**config.mk**
```make
export PLATFORM = sky130hd
export DESIGN_NAME = xalu_seq_ctrl_flat
export DESIGN_NICKNAME = d
export VERILOG_FILES = /design/src/rtl/xalu_seq_ctrl_pkg.sv /design/src/rtl/xalu_seq_ctrl_if.sv /design/src/rtl/xalu_seq_ctrl_timer.sv /design/src/rtl/xalu_seq_ctrl.sv /design/src/flat_wrapper.sv
export SDC_FILE = /design/constraint.sdc
export NUM_CORES = 1
export LEC_CHECK = 0
export ABC_CLOCK_PERIOD_IN_PS = 1600
export BUFFER_PORTS_ARGS = -buffer_cell sky130_fd_sc_hd__buf_2
export CORE_MARGIN = 3
export CORE_UTILIZATION = 41
export DETAILED_ROUTE_END_ITERATION = 6
export PLACE_DENSITY = 0.73
export SETUP_SLACK_MARGIN = 0.5
export SYNTH_ARGS = -nofsm -noshare
export SYNTH_HDL_FRONTEND = slang
export SYNTH_SLANG_ARGS = --single-unit
```
**constraint.sdc**
```tcl
create_clock -name Clk -period 1.6 [get_ports Clk]
set_input_delay 0.24 -clock Clk [delete_from_list [all_inputs] [get_ports Clk]]
set_output_delay 0.24 -clock Clk [all_outputs]
set_load 0.1 [all_outputs]
```
**src/rtl/xalu_seq_ctrl_pkg.sv**
```systemverilog
// rtl/xalu_seq_ctrl_pkg.sv - op codes, FSM encoding and op-class helpers for the XALU sequencer
package xalu_seq_ctrl_pkg;

  localparam logic [2:0] OP_MULT  = 3'd0;
  localparam logic [2:0] OP_MULTU = 3'd1;
  localparam logic [2:0] OP_DIV   = 3'd2;
  localparam logic [2:0] OP_DIVU  = 3'd3;
  localparam logic [2:0] OP_MUL   = 3'd4;
  localparam logic [2:0] OP_MTHI  = 3'd5;
  localparam logic [2:0] OP_MTLO  = 3'd6;
  localparam logic [2:0] OP_NOP   = 3'd7;

  typedef enum logic [1:0] {
    ST_IDLE   = 2'd0,
    ST_LAUNCH = 2'd1,
    ST_WAIT   = 2'd2,
    ST_DONE   = 2'd3
  } state_e;

  function automatic logic is_arith(input logic [2:0] op);
    return op <= OP_MUL;
  endfunction

  function automatic logic is_move(input logic [2:0] op);
    return (op == OP_MTHI) || (op == OP_MTLO);
  endfunction

  function automatic logic writes_gpr(input logic [2:0] op);
    return op == OP_MUL;
  endfunction

endpackage

```
**src/rtl/xalu_seq_ctrl_if.sv**
```systemverilog
// rtl/xalu_seq_ctrl_if.sv - EX/XALU side signal bundle of the sequencer
interface xalu_seq_ctrl_if;
  logic        op_valid;
  logic [2:0]  op_code;
  logic [31:0] op_a;
  logic [31:0] op_b;
  logic        op_ready;
  logic        hilo_read;
  logic        Intreq;
  logic        xalu_start;
  logic [2:0]  xalu_op;
  logic [31:0] xalu_a;
  logic [31:0] xalu_b;
  logic [1:0]  xalu_we;
  logic        xalu_busy;
  logic [31:0] xalu_lo;
  logic        stall;
  logic        mul_wb_valid;
  logic [31:0] mul_wb_data;
  logic        timeout_err;

  modport slave (
    input  op_valid, op_code, op_a, op_b, hilo_read, Intreq, xalu_busy, xalu_lo,
    output op_ready, xalu_start, xalu_op, xalu_a, xalu_b, xalu_we, stall,
           mul_wb_valid, mul_wb_data, timeout_err
  );

  modport master (
    output op_valid, op_code, op_a, op_b, hilo_read, Intreq, xalu_busy, xalu_lo,
    input  op_ready, xalu_start, xalu_op, xalu_a, xalu_b, xalu_we, stall,
           mul_wb_valid, mul_wb_data, timeout_err
  );
endinterface

```
**src/rtl/xalu_seq_ctrl_timer.sv**
```systemverilog
// rtl/xalu_seq_ctrl_timer.sv - guard counter and optional busy-wait timeout (XALU_SEQ_TIMEOUT_EN)
module xalu_seq_timer #(
  parameter int GUARD_CYCLES   = 1,
  parameter int TIMEOUT_CYCLES = 64
) (
  input  logic clk_i,
  input  logic rst_i,
  input  logic load_i,
  input  logic wait_i,
  input  logic busy_i,
  output logic guard_zero_o,
  output logic expire_o
);

  localparam int GW = (GUARD_CYCLES < 1) ? 1 : $clog2(GUARD_CYCLES + 1);

  logic [GW-1:0] guard_q, guard_d;

  always_comb begin
    guard_d = guard_q;
    if (load_i) begin
      guard_d = GW'(GUARD_CYCLES);
    end else if (guard_q != '0) begin
      guard_d = guard_q - GW'(1);
    end
  end

  always_ff @(posedge clk_i) begin
    if (rst_i) begin
      guard_q <= '0;
    end else begin
      guard_q <= guard_d;
    end
  end

  assign guard_zero_o = (guard_q == '0);

`ifdef XALU_SEQ_TIMEOUT_EN
  localparam int TW = (TIMEOUT_CYCLES < 2) ? 1 : $clog2(TIMEOUT_CYCLES + 1);

  logic [TW-1:0] tcnt_q, tcnt_d;

  // Counts WAIT cycles already elapsed; fires on the WAIT cycle numbered TIMEOUT_CYCLES.
  always_comb begin
    tcnt_d = '0;
    if (wait_i) begin
      tcnt_d = tcnt_q + TW'(1);
    end
  end

  always_ff @(posedge clk_i) begin
    if (rst_i) begin
      tcnt_q <= '0;
    end else begin
      tcnt_q <= tcnt_d;
    end
  end

  assign expire_o = wait_i && busy_i && (tcnt_q == TW'(TIMEOUT_CYCLES - 1));
`else
  logic unused_timeout_inputs;
  assign unused_timeout_inputs = ^{wait_i, busy_i, (TIMEOUT_CYCLES > 0)};
  assign expire_o = 1'b0;
`endif

endmodule

```
**src/rtl/xalu_seq_ctrl.sv**
```systemverilog
// rtl/xalu_seq_ctrl.sv - XALU issue sequencer: launch, completion tracking, stall, mul write-back (XALU_SEQ_TIMEOUT_EN)
module xalu_seq_ctrl
  import xalu_seq_ctrl_pkg::*;
#(
  parameter int GUARD_CYCLES   = 1,
  parameter int TIMEOUT_CYCLES = 64
) (
  input logic           Clk,
  input logic           Clr,
  xalu_seq_ctrl_if.slave bus
);

  state_e      state_q, state_d;
  logic [2:0]  op_q;
  logic [31:0] a_q, b_q;
  logic        start_q;
  logic [1:0]  we_q, we_d;
  logic        mul_wb_valid_q;
  logic [31:0] mul_wb_data_q;
  logic        take, launch, mul_done;
  logic        guard_zero, expire;

  xalu_seq_timer #(
    .GUARD_CYCLES  (GUARD_CYCLES),
    .TIMEOUT_CYCLES(TIMEOUT_CYCLES)
  ) u_timer (
    .clk_i       (Clk),
    .rst_i       (Clr),
    .load_i      (launch),
    .wait_i      (state_q == ST_WAIT),
    .busy_i      (bus.xalu_busy),
    .guard_zero_o(guard_zero),
    .expire_o    (expire)
  );

  always_comb begin
    state_d  = state_q;
    take     = 1'b0;
    launch   = 1'b0;
    we_d     = 2'b00;
    mul_done = 1'b0;
    case (state_q)
      ST_IDLE: begin
        // Squashed ops are acknowledged but leave no trace.
        if (bus.op_valid && !bus.Intreq) begin
          if (is_arith(bus.op_code)) begin
            take    = 1'b1;
            launch  = 1'b1;
            state_d = ST_LAUNCH;
          end else if (is_move(bus.op_code)) begin
            take = 1'b1;
            we_d = {bus.op_code == OP_MTHI, bus.op_code == OP_MTLO};
          end
        end
      end
      ST_LAUNCH: state_d = ST_WAIT;
      ST_WAIT: begin
        if (expire || (guard_zero && !bus.xalu_busy)) begin
          state_d  = ST_DONE;
          mul_done = writes_gpr(op_q);
        end
      end
      ST_DONE: state_d = ST_IDLE;
      default: state_d = ST_IDLE;
    endcase
  end

  always_ff @(posedge Clk) begin
    if (Clr) begin
      state_q        <= ST_IDLE;
      op_q           <= '0;
      a_q            <= '0;
      b_q            <= '0;
      start_q        <= 1'b0;
      we_q           <= 2'b00;
      mul_wb_valid_q <= 1'b0;
      mul_wb_data_q  <= '0;
    end else begin
      state_q        <= state_d;
      start_q        <= launch;
      we_q           <= we_d;
      mul_wb_valid_q <= mul_done;
      if (take) begin
        op_q <= bus.op_code;
        a_q  <= bus.op_a;
        b_q  <= bus.op_b;
      end
      if (mul_done) begin
        mul_wb_data_q <= bus.xalu_lo;
      end
    end
  end

`ifdef XALU_SEQ_TIMEOUT_EN
  logic timeout_err_q;

  always_ff @(posedge Clk) begin
    if (Clr) begin
      timeout_err_q <= 1'b0;
    end else if (expire) begin
      timeout_err_q <= 1'b1;
    end
  end

  assign bus.timeout_err = timeout_err_q;
`else
  assign bus.timeout_err = 1'b0;
`endif

  assign bus.op_ready     = (state_q == ST_IDLE) && bus.op_valid && !Clr;
  assign bus.stall        = (state_q != ST_IDLE) && (bus.op_valid || bus.hilo_read);
  assign bus.xalu_start   = start_q;
  assign bus.xalu_op      = op_q;
  assign bus.xalu_a       = a_q;
  assign bus.xalu_b       = b_q;
  assign bus.xalu_we      = we_q;
  assign bus.mul_wb_valid = mul_wb_valid_q;
  assign bus.mul_wb_data  = mul_wb_data_q;

endmodule

```
**src/flat_wrapper.sv**
```systemverilog
// flat-port wrapper written by rule: the top's interface ports become plain ports
module xalu_seq_ctrl_flat import xalu_seq_ctrl_pkg::*;
#(
  parameter int GUARD_CYCLES   = 1,
  parameter int TIMEOUT_CYCLES = 64
)
  (Clk, Clr, bus_op_valid, bus_op_code, bus_op_a, bus_op_b, bus_hilo_read, bus_Intreq, bus_xalu_busy, bus_xalu_lo, bus_op_ready, bus_xalu_start, bus_xalu_op, bus_xalu_a, bus_xalu_b, bus_xalu_we, bus_stall, bus_mul_wb_valid, bus_mul_wb_data, bus_timeout_err);
  xalu_seq_ctrl_if bus_i ();
  input logic Clk;
  input logic Clr;
  input wire logic [$bits(bus_i.op_valid)-1:0] bus_op_valid;
  input wire logic [$bits(bus_i.op_code)-1:0] bus_op_code;
  input wire logic [$bits(bus_i.op_a)-1:0] bus_op_a;
  input wire logic [$bits(bus_i.op_b)-1:0] bus_op_b;
  input wire logic [$bits(bus_i.hilo_read)-1:0] bus_hilo_read;
  input wire logic [$bits(bus_i.Intreq)-1:0] bus_Intreq;
  input wire logic [$bits(bus_i.xalu_busy)-1:0] bus_xalu_busy;
  input wire logic [$bits(bus_i.xalu_lo)-1:0] bus_xalu_lo;
  output wire logic [$bits(bus_i.op_ready)-1:0] bus_op_ready;
  output wire logic [$bits(bus_i.xalu_start)-1:0] bus_xalu_start;
  output wire logic [$bits(bus_i.xalu_op)-1:0] bus_xalu_op;
  output wire logic [$bits(bus_i.xalu_a)-1:0] bus_xalu_a;
  output wire logic [$bits(bus_i.xalu_b)-1:0] bus_xalu_b;
  output wire logic [$bits(bus_i.xalu_we)-1:0] bus_xalu_we;
  output wire logic [$bits(bus_i.stall)-1:0] bus_stall;
  output wire logic [$bits(bus_i.mul_wb_valid)-1:0] bus_mul_wb_valid;
  output wire logic [$bits(bus_i.mul_wb_data)-1:0] bus_mul_wb_data;
  output wire logic [$bits(bus_i.timeout_err)-1:0] bus_timeout_err;
  assign bus_i.op_valid = bus_op_valid;
  assign bus_i.op_code = bus_op_code;
  assign bus_i.op_a = bus_op_a;
  assign bus_i.op_b = bus_op_b;
  assign bus_i.hilo_read = bus_hilo_read;
  assign bus_i.Intreq = bus_Intreq;
  assign bus_i.xalu_busy = bus_xalu_busy;
  assign bus_i.xalu_lo = bus_xalu_lo;
  assign bus_op_ready = bus_i.op_ready;
  assign bus_xalu_start = bus_i.xalu_start;
  assign bus_xalu_op = bus_i.xalu_op;
  assign bus_xalu_a = bus_i.xalu_a;
  assign bus_xalu_b = bus_i.xalu_b;
  assign bus_xalu_we = bus_i.xalu_we;
  assign bus_stall = bus_i.stall;
  assign bus_mul_wb_valid = bus_i.mul_wb_valid;
  assign bus_mul_wb_data = bus_i.mul_wb_data;
  assign bus_timeout_err = bus_i.timeout_err;
  xalu_seq_ctrl #(.GUARD_CYCLES(GUARD_CYCLES), .TIMEOUT_CYCLES(TIMEOUT_CYCLES)) u_core (.Clk(Clk), .Clr(Clr), .bus(bus_i));
endmodule
```
; ---- Word level (Yosys, flattened, before mapping)
; Index checks and enable logic that the tools add are counted.
[totals]
register_bits = 106
latchBits = 0
ramBits = 0
romBits = 0
input_bits = 105
output_inout_bits = 106
elab_cells = 53
n_memories = 0
[classes]
n_addsub = 1
mul = 0
n_div = 0
magnitude_cmp = 1
eq_ne = 9
shifts = 0
muxes = 15
n_bitwise = 4
reduce_logical = 14
[ops]
columns = op, n
row1 = $mux 1, 11
row2 = $eq 3x3->1 const B, 3
row3 = $pmux 2 s4, 1
row4 = $mux 2, 3
row5 = $ne 2x1->1 const B, 3
row6 = $logic_and 1x1->1, 5
row7 = $reduce_or 5->1, 1
row8 = $eq 2x2->1 const B, 2
row9 = $not 1->1, 4
row10 = $le 3x3->1 const B, 1
row11 = $logic_not 1->1, 3
row12 = $reduce_and 3->1, 1
row13 = $eq 2x1->1 const B, 1
row14 = $logic_not 2->1, 1
row15 = $logic_or 1x1->1, 2
row16 = $reduce_bool 2->1, 1
row17 = $sub 1x1->1 const B, 1

; ---- Logic depth before layout (Yosys ltp)
[logic_depth]
depth_word = 6
ltp_mapped = 9
ltp_nobuf = 5

; ---- Cells and area by module
; From an unflattened synthesis, not the netlist that was laid out.
[hier_totals]
hier_cells = 429
area_unflattened_um2 = 4056.4
[by_module_without_submodules]
columns = mod, instances, cells_per_inst, area_each_um2
row1 = xalu_seq_ctrl, 1, 424, 4007.6
row2 = xalu_seq_timer, 1, 5, 48.8

; ---- Worst setup path after synthesis
; Ideal clock, no wire load.
[synth_timing]
path_kind = register to output
start = register u_core.state_q[0]
end = output port bus_stall
t_arrival_ns = 1.947
t_required_ns = 1.360
slack_ns = -0.587
path_stages_with_launch = 5
cell_sequence = dfxtp_1 -> inv_1 -> ha_1 -> buf_2 -> nor2_1
[synth_between]
elab_chain_cells = 2
[synth_rtl]
columns = item, line_no
row1 = from (decl), xalu_seq_ctrl.sv:13  ; state_e state_q, state_d;
row2 = from (signal assigned), xalu_seq_ctrl.sv:79  ; state_q <= state_d;
row3 = $reduce_bool 2->1, xalu_seq_ctrl.sv:111  ; assign bus.stall = (state_q != ST_IDLE) && (bus.op_valid || bus.hilo_read);
row4 = $logic_and 1x1->1, xalu_seq_ctrl.sv:111
row5 = to (decl), flat_wrapper.sv:25  ; output wire logic [$bits(bus_i.stall)-1:0] bus_stall;
; No other way between the ends.

; ---- Final worst setup path
[layout_timing]
start = register u_core.state_q[0]
end = register u_core.b_q[7] (netlist: u_core.bus.xalu_b[7])
[layout_between]
elab_chain_cells = 2
[layout_rtl]
columns = item, line_no
row1 = $logic_not 2->1, xalu_seq_ctrl.sv:42  ; case (state_q)
row2 = $mux 1, xalu_seq_ctrl.sv:42
row3 = to (signal assigned), xalu_seq_ctrl.sv:86  ; b_q <= bus.op_b;
row4 = to (decl), xalu_seq_ctrl.sv:15  ; logic [31:0] a_q, b_q;
; No other way between the ends.
; A chain may end at the register's enable or synchronous reset.

==> results.sh <==
export IMPL_status="finished, violations left"
export IMPL_failed_checks="negative setup slack"
export IMPL_setup_ws_ns=-0.151
export IMPL_start_kind="flip-flop"
export IMPL_core_sq_mm=0.00946
export IMPL_netlist_top_cells_area="dfxtp_1 (52%), nand3_1 (12%), a21oi_1 (12%)"
export IMPL_dp_hpwl_microns=8700
export IMPL_cts_buffer_depth=2
export IMPL_critPathCaptureType="flip-flop"
export IMPL_synth_compound_area_share_pct=25.3
export IMPL_tns_ns=-1.92
export IMPL_grt_pass1_vias=4804
export IMPL_ioPinCount=211
export IMPL_wire_per_inst_microns=24.6
export IMPL_synth_top_family_by_area="compound AO/OA/AOI/OAI gates"
export IMPL_max_freq_mhz=571
export IMPL_hold_class="in2reg"
export IMPL_finClkSkew_ns=0.0149
export IMPL_drtIter0Drc=325
export IMPL_fp_row_count=35
export IMPL_totalPowerFinal_mw=8.33
export IMPL_synth_top_area_cell="dfxtp_1"
export IMPL_ys_types=27
export IMPL_drc=0
export IMPL_synth_adder_area_share_pct=0.615
export IMPL_rsz0062_at_grt="true"
export IMPL_cts_root_buf="clkbuf_8"
export IMPL_initial_core_util_pct=43.0
export IMPL_cp_top_family="buffers and inverters"
export IMPL_slew_viol_final=0
export IMPL_pre_cts_slack_ns=0.0603
export IMPL_via_per_inst=6.05
export IMPL_h_tree_depth=3
export IMPL_drv_cap=0
export IMPL_grt_max_degree=72
export IMPL_cp_slowest_cell="dfxtp_2"
export IMPL_syn_to_final_growth_pct=113
export IMPL_synth_xor_area_share_pct=0
export IMPL_drive_gt1_share_pct=75.0
export IMPL_muxShareOfSynthArea_pct=0.246
export IMPL_maxSlewHeadroom_pct=64.7
export IMPL_final_cell_mix="buf_12 (119), buf_2 (103), dfxtp_2 (95)"
export IMPL_placed_area_sq_mm=0.00539
export IMPL_path_max_fanout=17
export IMPL_grtUsageTotal_pct=26.9
export IMPL_antenna_found_initial=1
export IMPL_yosysSeqAreaShare_pct=51.7
export IMPL_synth_cells=489
export IMPL_hold_buffers=0
export IMPL_cts_tree="yes"
export IMPL_dp_cells=785
export IMPL_path_clk_slew_ns=0.11
export IMPL_dr_total_vias=5123
export IMPL_synth_seq_cells=105
export IMPL_numCtsBuffers=9
export IMPL_regArea_sq_mm=0.00226
export IMPL_synthSimpleGateAreaFrac_pct=15.6
export IMPL_finalCritPeriodShare_pct=109
export IMPL_syn_avg_cell_area_sq_um=8.32
export IMPL_cp_data_arrival_time_ns=2.00
export IMPL_crit_chain="inv_4, ha_4, buf_6, nand3b_1, buf_4, bufbuf_16, o21ai_0, a21oi_1"
export IMPL_p_per_area_mw_per_mm2=964
export IMPL_critical_path_class="reg2reg"
export IMPL_synth_area_sq_mm=0.00407
export IMPL_die_area_sq_mm=0.0111
export IMPL_layout_nets=821
export IMPL_synth_top_cell_area_share_pct=51.7
export IMPL_mostFrequentLayoutCell="buf_12"
export IMPL_hold_violations=0
export IMPL_peakVddDrop_mv=0.797
export IMPL_postRouteAntennaNets=0
export IMPL_max_stage_delay_ns=0.34
export IMPL_max_slew_worst_pin_slew_ns=0.530
export IMPL_die_w_microns=106
export IMPL_cp_required_ns=1.85
export IMPL_final_area_sq_mm=0.00864
export IMPL_fillers=355
export IMPL_min_period_ns=1.75
export IMPL_syn_nets=596
export IMPL_finalSetupViolations=60
export IMPL_dr_pass1_iters=7
export IMPL_gr_total_overflow=0
export IMPL_leakagePower_nw=3.14
export IMPL_final_core_util_pct=91.4
export IMPL_yosys_warnings=0
export IMPL_routed_wirelength_microns=20900
export IMPL_stdcell_count=847
export IMPL_clk_latency_ns=0.37
export IMPL_fp_dieH_microns=106
export IMPL_grt_pass1_wl_microns=24300
export IMPL_holdWs_ns=0.0937
export IMPL_cts_sinks=105
export IMPL_cp_buffers_inverters=4
export IMPL_multi_input_area_sq_mm=0.00246
export IMPL_place_gp_congestion=0.753
export IMPL_numPortBuffers=209
==> kinds of logic (layout without fill, tap and decap cells) <==
| logic type | count (synthesis) | after routing |
|---|---|---|
| compound gates | 202 | 202 |
| simple gates | 119 | 119 |
| flops | 105 | 105 |
| buf+inv | 59 | 287 |
| fa+ha+maj | 2 | 2 |
| other cells | 1 | 2 |
| mux | 1 | 1 |
==> sequential cells by signal (all words and copies together), names as in the netlist <==
signal	flops
u_core.bus.mul_wb_data	32
u_core.bus.xalu_a	32
u_core.bus.xalu_b	32
u_core.bus.xalu_op	3
u_core.bus.xalu_we	2
u_core.state_q	2
u_core.bus.mul_wb_valid	1
u_core.u_timer.guard_q	1
==> layer usage <==
layer,track usage (%),vias up,share of wire [%]
li1,-,2212,-
met1,31.0,2489,35
met2,47.7,332,52
met3,6.43,90,8.3
met4,11.0,0,5.0
met5,0,-,0
==> area by class of cell <==
cell class | count | share of cell area, %
Antenna cell | 1 | 0.0290
Clock buffer | 10 | 1.48
Clock inverter | 4 | 0.347
Inverter | 2 | 0.116
Multi-Input combinational cell | 325 | 28.5
Sequential cell | 105 | 26.1
Tap cell | 129 | 1.87
Timing Repair Buffer | 271 | 41.5
==> where the power goes <==
part | total, mW | leakage (nW) | internal [mW] | switching (mW)
registers | 2.99 | 0.905 | 2.80 | 0.190
clock network | 1.51 | 0.0752 | 0.559 | 0.952
logic | 3.83 | 2.16 | 1.58 | 2.25
==> cells in the mapped netlist <==
| cell type | instances |
|---|---|
| a211oi_2 | 1 |
| a21oi_1 | 99 |
| a221o_1 | 1 |
| and3_1 | 1 |
| and3b_1 | 2 |
| buf_1 | 1 |
| buf_2 | 12 |
| buf_4 | 6 |
| clkbuf_1 | 35 |
| clkbuf_2 | 3 |
| conb_1 | 1 |
| dfxtp_1 | 105 |
| ha_1 | 2 |
| inv_1 | 2 |
| mux2i_1 | 1 |
| nand2b_1 | 3 |
| nand3_1 | 100 |
| nand3b_1 | 1 |
| nand4bb_1 | 2 |
| nor2_1 | 4 |
| nor3_1 | 1 |
| nor3b_1 | 2 |
| nor4bb_1 | 2 |
| o211a_1 | 1 |
| o21ai_0 | 93 |
| o21ai_1 | 7 |
| or2_1 | 1 |
==> worst register-to-register path, stage by stage, from the launching register on <==
cell and delay [ns]:
dfxtp_2 0.34, inv_4 0.08, ha_4 0.18, buf_6 0.12, nand3b_1 0.10, buf_4 0.16
bufbuf_16 0.28, o21ai_0 0.26, a21oi_1 0.12
==> what timing repair did <==
action,CTS,global route
pin swaps,80,46
resized for setup,345,392
cloned,10,6
setup endpoints to repair,207,210
buffers inserted,23,8
==> path summary, 6_finish.rpt <==
check	from	end	slack, ns	cells past startpoint
max	u_core.state_q[0]	u_core.bus.xalu_b[7]	-0.15	8
min	bus_op_a[10]	u_core.bus.xalu_a[10]	0.09	3
max reg2reg	u_core.state_q[0]	u_core.bus.xalu_b[7]	-0.15	8
min reg2reg	u_core.bus.xalu_a[15]	u_core.bus.xalu_a[15]	0.51	2
Power figures use the tool's default switching activity.
